--- src/rtl/rx_data_sampler_if.sv ---
// Bundle of UART RX sampler signals shared between the RX FSM (master) and the sampler (slave).
interface rx_data_sampler_if;
  logic       RX_IN;
  logic [5:0] Prescale;
  logic       PAR_EN;
  logic       dat_samp_en;
  logic       sampled_bit;
  logic       sample_valid;
  logic [3:0] bit_cnt;
  logic [5:0] edge_cnt;
  logic       frame_done;

  modport master (
    output RX_IN, Prescale, PAR_EN, dat_samp_en,
    input  sampled_bit, sample_valid, bit_cnt, edge_cnt, frame_done
  );

  modport slave (
    input  RX_IN, Prescale, PAR_EN, dat_samp_en,
    output sampled_bit, sample_valid, bit_cnt, edge_cnt, frame_done
  );
endinterface

--- src/rtl/rx_data_sampler.sv ---
// UART RX oversampling data sampler: tick/bit counters, mid-bit sampling and frame-end pulse.
// Define RX_SAMPLER_MAJORITY_EN for 2-of-3 majority voting around the bit centre.
module rx_data_sampler (
  input  logic              CLK,
  input  logic              RST,
  rx_data_sampler_if.slave  bus
);

  logic [5:0] r_prescale;
  logic       r_par_en;
  logic [5:0] r_edge_cnt;
  logic [3:0] r_bit_cnt;
  logic       r_sampled_bit;
  logic       r_sample_valid;
  logic       r_frame_done;

  logic [5:0] w_p;
  logic [5:0] w_half;
  logic [3:0] w_last_bit;
  logic       w_edge_wrap;
  logic       w_frame_end;
  logic       w_sample_tick;
  logic       w_sample_val;

  // Unsupported ratios fall back to 8 so the counters always see a legal period.
  always_comb begin
    w_p = 6'd8;
    if (r_prescale == 6'd16 || r_prescale == 6'd32) begin
      w_p = r_prescale;
    end
  end

  assign w_half      = w_p >> 1;
  assign w_last_bit  = r_par_en ? 4'd10 : 4'd9;
  assign w_edge_wrap = (r_edge_cnt >= w_p - 6'd1);
  assign w_frame_end = w_edge_wrap && (r_bit_cnt == w_last_bit);

`ifdef RX_SAMPLER_MAJORITY_EN
  logic r_vote_lo;
  logic r_vote_mid;

  // The third vote is taken straight from the line on the deciding edge.
  always_ff @(posedge CLK) begin
    if (RST) begin
      r_vote_lo  <= 1'b0;
      r_vote_mid <= 1'b0;
    end else if (bus.dat_samp_en) begin
      if (r_edge_cnt == w_half - 6'd1) begin
        r_vote_lo <= bus.RX_IN;
      end
      if (r_edge_cnt == w_half) begin
        r_vote_mid <= bus.RX_IN;
      end
    end
  end

  assign w_sample_tick = (r_edge_cnt == w_half + 6'd1);
  assign w_sample_val  = (r_vote_lo & r_vote_mid) | (r_vote_lo & bus.RX_IN) |
                         (r_vote_mid & bus.RX_IN);
`else
  assign w_sample_tick = (r_edge_cnt == w_half);
  assign w_sample_val  = bus.RX_IN;
`endif

  always_ff @(posedge CLK) begin
    if (RST) begin
      r_prescale     <= 6'd8;
      r_par_en       <= 1'b0;
      r_edge_cnt     <= 6'd0;
      r_bit_cnt      <= 4'd0;
      r_sampled_bit  <= 1'b0;
      r_sample_valid <= 1'b0;
      r_frame_done   <= 1'b0;
    end else if (!bus.dat_samp_en) begin
      r_prescale     <= bus.Prescale;
      r_par_en       <= bus.PAR_EN;
      r_edge_cnt     <= 6'd0;
      r_bit_cnt      <= 4'd0;
      r_sample_valid <= 1'b0;
      r_frame_done   <= 1'b0;
    end else begin
      r_edge_cnt <= w_edge_wrap ? 6'd0 : r_edge_cnt + 6'd1;
      if (w_edge_wrap) begin
        r_bit_cnt <= (r_bit_cnt >= w_last_bit) ? 4'd0 : r_bit_cnt + 4'd1;
      end
      r_frame_done   <= w_frame_end;
      r_sample_valid <= w_sample_tick;
      if (w_sample_tick) begin
        r_sampled_bit <= w_sample_val;
      end
    end
  end

  assign bus.sampled_bit  = r_sampled_bit;
  assign bus.sample_valid = r_sample_valid;
  assign bus.bit_cnt      = r_bit_cnt;
  assign bus.edge_cnt     = r_edge_cnt;
  assign bus.frame_done   = r_frame_done;

endmodule

--- src/flat_wrapper.sv ---
// flat-port wrapper written by rule: the top's interface ports become plain ports
module rx_data_sampler_flat 
  (CLK, RST, bus_RX_IN, bus_Prescale, bus_PAR_EN, bus_dat_samp_en, bus_sampled_bit, bus_sample_valid, bus_bit_cnt, bus_edge_cnt, bus_frame_done);
  rx_data_sampler_if bus_i ();
  input  logic CLK;
  input  logic RST;
  input wire logic [$bits(bus_i.RX_IN)-1:0] bus_RX_IN;
  input wire logic [$bits(bus_i.Prescale)-1:0] bus_Prescale;
  input wire logic [$bits(bus_i.PAR_EN)-1:0] bus_PAR_EN;
  input wire logic [$bits(bus_i.dat_samp_en)-1:0] bus_dat_samp_en;
  output wire logic [$bits(bus_i.sampled_bit)-1:0] bus_sampled_bit;
  output wire logic [$bits(bus_i.sample_valid)-1:0] bus_sample_valid;
  output wire logic [$bits(bus_i.bit_cnt)-1:0] bus_bit_cnt;
  output wire logic [$bits(bus_i.edge_cnt)-1:0] bus_edge_cnt;
  output wire logic [$bits(bus_i.frame_done)-1:0] bus_frame_done;
  assign bus_i.RX_IN = bus_RX_IN;
  assign bus_i.Prescale = bus_Prescale;
  assign bus_i.PAR_EN = bus_PAR_EN;
  assign bus_i.dat_samp_en = bus_dat_samp_en;
  assign bus_sampled_bit = bus_i.sampled_bit;
  assign bus_sample_valid = bus_i.sample_valid;
  assign bus_bit_cnt = bus_i.bit_cnt;
  assign bus_edge_cnt = bus_i.edge_cnt;
  assign bus_frame_done = bus_i.frame_done;
  rx_data_sampler u_core (.CLK(CLK), .RST(RST), .bus(bus_i));
endmodule
--- config.mk ---
export PLATFORM = sky130hd
export DESIGN_NAME = rx_data_sampler_flat
export DESIGN_NICKNAME = d
export VERILOG_FILES = /design/src/rtl/rx_data_sampler_if.sv /design/src/rtl/rx_data_sampler.sv /design/src/flat_wrapper.sv
export SDC_FILE = /design/constraint.sdc
export NUM_CORES = 1
export LEC_CHECK = 0
export CAP_MARGIN = 20
export CORE_ASPECT_RATIO = 0.75
export CORE_MARGIN = 3
export CORE_UTILIZATION = 50
export DETAILED_ROUTE_END_ITERATION = 10
export PLACE_DENSITY = 0.81
export SLEW_MARGIN = 20
export SYNTH_ARGS = -nofsm -noshare
export SYNTH_HDL_FRONTEND = slang
export SYNTH_SLANG_ARGS = --single-unit
--- constraint.sdc ---
create_clock -name CLK -period 5.66 [get_ports CLK]
set_input_delay 1.415 -clock CLK [delete_from_list [all_inputs] [get_ports CLK]]
set_output_delay 1.415 -clock CLK [all_outputs]
set_load 0.05 [all_outputs]
==> summary.txt <==
Routing
  • Routed WL: 2160 µm
  • First-pass iteration count of the detailed router: 4
  • Iter 0 DRT Violations: 37
  • WL/cell: 13.1 µm
  • Detail Route Antenna Nets: 0
  • DR vias: 888
  • Vias per Instance: 5.38
  • DRC viols: 0

Place
  • HPWL Detailed: 1700 µm
  • Placer Congestion: 0.801
  • I/O Buffers: 23
  • Placed cell area: 0.00134 mm²
  • Pre-CTS setup slack: 2.39 ns
  • Dpl cells: 161

Die
  • Rows: 14
  • Initial core utilization: 53.7%
  • I/O pin total: 24
  • Die height: 46.6 µm
  • Die width: 60.2 µm
  • Core area: 0.00205 mm²
  • Die area: 0.00281 mm²

Clock network
  • Root Buffer Master: clkbuf_4
  • Clk Latency, worst-skew pair: 0.30 ns
  • H-tree Lvls: 1
  • Post-CTS resize count: 0
  • # hold bufs at CTS: 0
  • Clock-pin slew on the worst setup and hold paths: 0.12 ns
  • Clk buf depth: 2
  • Total CTS buffers: 3
  • TritonCTS clock tree: built
  • CTS sink cnt: 20
  • Post-CTS Setup Repair Bufs: 0

Setup path
  • Crit path max fanout: 8
  • Worst setup SP type: register
  • Worst Setup End Kind: output port
  • Data arrival time of the worst path: 1.71 ns
  • Slowest-stage cell, CP: clkdlybuf4s50_1
  • Critical Path RT: 4.24 ns
  • Crit Path Class: reg2out
  • Worst path bufs/invs: 1
  • CP peak stage delay: 0.88 ns
  • Top delay family on crit path: buffers and inverters
  • CP Cell Sequence: clkdlybuf4s50_1

Flow run
  • Max cap viols: 0

Final layout
  • Final instance area: 0.00138 mm²
  • Layout Cells excl Fill: 165
  • Area grow syn2layout: 25.1%
  • Most common cell after layout, fill and taps aside: clkdlybuf4s50_1
  • Commonest non-fill, non-tap cells in the layout: 23 x clkdlybuf4s50_1, 20 x dfxtp_1, 13 x nor2_1
  • Diodes inserted: 0
  • Share of layout cells above drive strength 1: 7.09%
  • # nets final: 164

STA
  • Final period utilization: 55.2%
  • Fin. Hold Viols: 0
  • Final setup margin: 2.54 ns
  • Slew HR: 66.1%
  • Clk_skew: 0.0113 ns
  • Tmin final: 3.12 ns
  • Final Max Tran Viols: 0
  • Slew @ Worst Pin: 0.507 ns
  • Hold slack final: 0.488 ns
  • Fmax: 320 MHz
  • Setup violators final: 0
  • Unrepaired setup endpoints after global routing: no
  • Sum Neg Setup Slack: 0 ns

Hold path
  • Hold crit path type: reg2reg

Pwr
  • Leakage: 0.560 nW
  • Peak supply drop: 0.158 mV
  • Power density of the placed cells: 202 mW/mm²

Logic synthesis
  • Synth warn: 0
  • Synth cell types: 35
  • Sequential area share after synthesis: 36.4%
  • Synthesized area per cell: 9.57 µm²
  • Flops & latches, synth: 20
  • Synthesized area: 0.00110 mm²
  • Syn Inst Count: 115

Global routing
  • Gr ovfl total: 0
  • Antenna violations before repair: 0
  • Global-route wire length before repair: 3440 µm
  • Number of global-route vias before repair: 794
  • GRT Total Usage: 16.5%
  • Largest net degree at the start of global routing: 12

Status
  • Outcome: completed
-- worst register-to-register path: stages (launching register included) --
cell	delay, ns
dfxtp_1	0.35
nor4_4	0.39
nand3_1	0.12
ha_1	0.22
a211o_1	0.29
a21oi_2	0.16
o21ai_2	0.13
or2_1	0.33
nor2_1	0.13
-- metrics by stage --
step	total power, mW	util, %
floorplan	0.185	-
global placement	0.196	65.4
detailed placement	0.198	65.4
CTS	0.280	67.2
global route	0.291	67.2
finish	0.278	67.2
-- registers in the layout, summed over array words and instances, names as in the netlist --
name / cells
u_core.r_prescale: 6
u_core.bus.bit_cnt: 4
u_core.r_par_en: 1
u_core.bus.sampled_bit: 1
u_core.bus.edge_cnt: 6
u_core.bus.frame_done: 1
u_core.bus.sample_valid: 1
-- area by class of cell --
class	instances	area (µm²)
multi-input cells	87	654
clock buffers	4	36.3
flip-flops and latches	20	400
repair buffers	23	230
fillers	179	672
inverters	7	26.3
well taps	24	30.0
-- per-layer routing --
metal	vias up	global-route usage (%)	routed length (µm)
met5	-	0	0
met4	0	4.87	8
met3	2	5.04	96
met2	16	26.1	1020
met1	416	21.6	1030
li1	454	-	-
-- cells in the mapped netlist --
| cell | instances | area, µm² |
|---|---|---|
| a211o_1 | 3 | 26.3 |
| a21bo_1 | 1 | 10.0 |
| a21oi_1 | 4 | 20.0 |
| a21oi_2 | 2 | 17.5 |
| a311oi_1 | 1 | 8.76 |
| a311oi_2 | 1 | 15.0 |
| a41oi_1 | 1 | 8.76 |
| and3_1 | 1 | 6.26 |
| and4_1 | 1 | 8.76 |
| buf_2 | 1 | 5.00 |
| buf_6 | 2 | 22.5 |
| clkbuf_1 | 1 | 3.75 |
| conb_1 | 1 | 3.75 |
| dfxtp_1 | 20 | 400 |
| ha_1 | 11 | 138 |
| inv_1 | 7 | 26.3 |
| mux2i_1 | 7 | 70.1 |
| nand2_1 | 4 | 15.0 |
| nand2b_1 | 3 | 18.8 |
| nand3_1 | 6 | 30.0 |
| nand4_1 | 2 | 12.5 |
| nand4b_1 | 1 | 8.76 |
| nor2_1 | 13 | 48.8 |
| nor2b_1 | 3 | 18.8 |
| nor3_1 | 1 | 5.00 |
| nor4_4 | 1 | 21.3 |
| nor4b_1 | 2 | 17.5 |
| o211ai_1 | 1 | 7.51 |
| o21a_1 | 2 | 15.0 |
| o21ai_2 | 2 | 17.5 |
| o32ai_1 | 1 | 8.76 |
| or2_0 | 1 | 6.26 |
| or2_1 | 1 | 6.26 |
| xnor2_1 | 2 | 17.5 |
| xor2_1 | 4 | 35.0 |
-- cells by family (layout without fill, tap and decap cells) --
family	after synthesis	count (layout)	share of synthesized area [%]
simple gates	40	40	20.3
flops	20	20	36.4
compound gates	19	19	14.1
fa+ha+maj	11	11	12.5
buf+inv	11	34	5.23
mux	7	7	6.36
xor+xnor	6	6	4.77
other cells	1	4	0.341
-- final timing paths --
| check | endpoint | slack [ns] | cells past startpoint | from |
|---|---|---|---|---|
| worst min register to register | u_core.bus.sampled_bit | 0.49 | 2 | u_core.bus.sampled_bit |
| worst max register to register | u_core.bus.edge_cnt[5] | 3.51 | 8 | u_core.r_prescale[2] |
| worst min-delay path | u_core.bus.sampled_bit | 0.49 | 2 | u_core.bus.sampled_bit |
| worst max-delay path | bus_edge_cnt[3] | 2.54 | 1 | u_core.bus.edge_cnt[3] |
-- power by group --
group          switching, mW  internal, mW
Clock                 0.0447        0.0392
Sequential           0.00536         0.145
Combinational         0.0225        0.0215
Power figures use the tool's default switching activity.
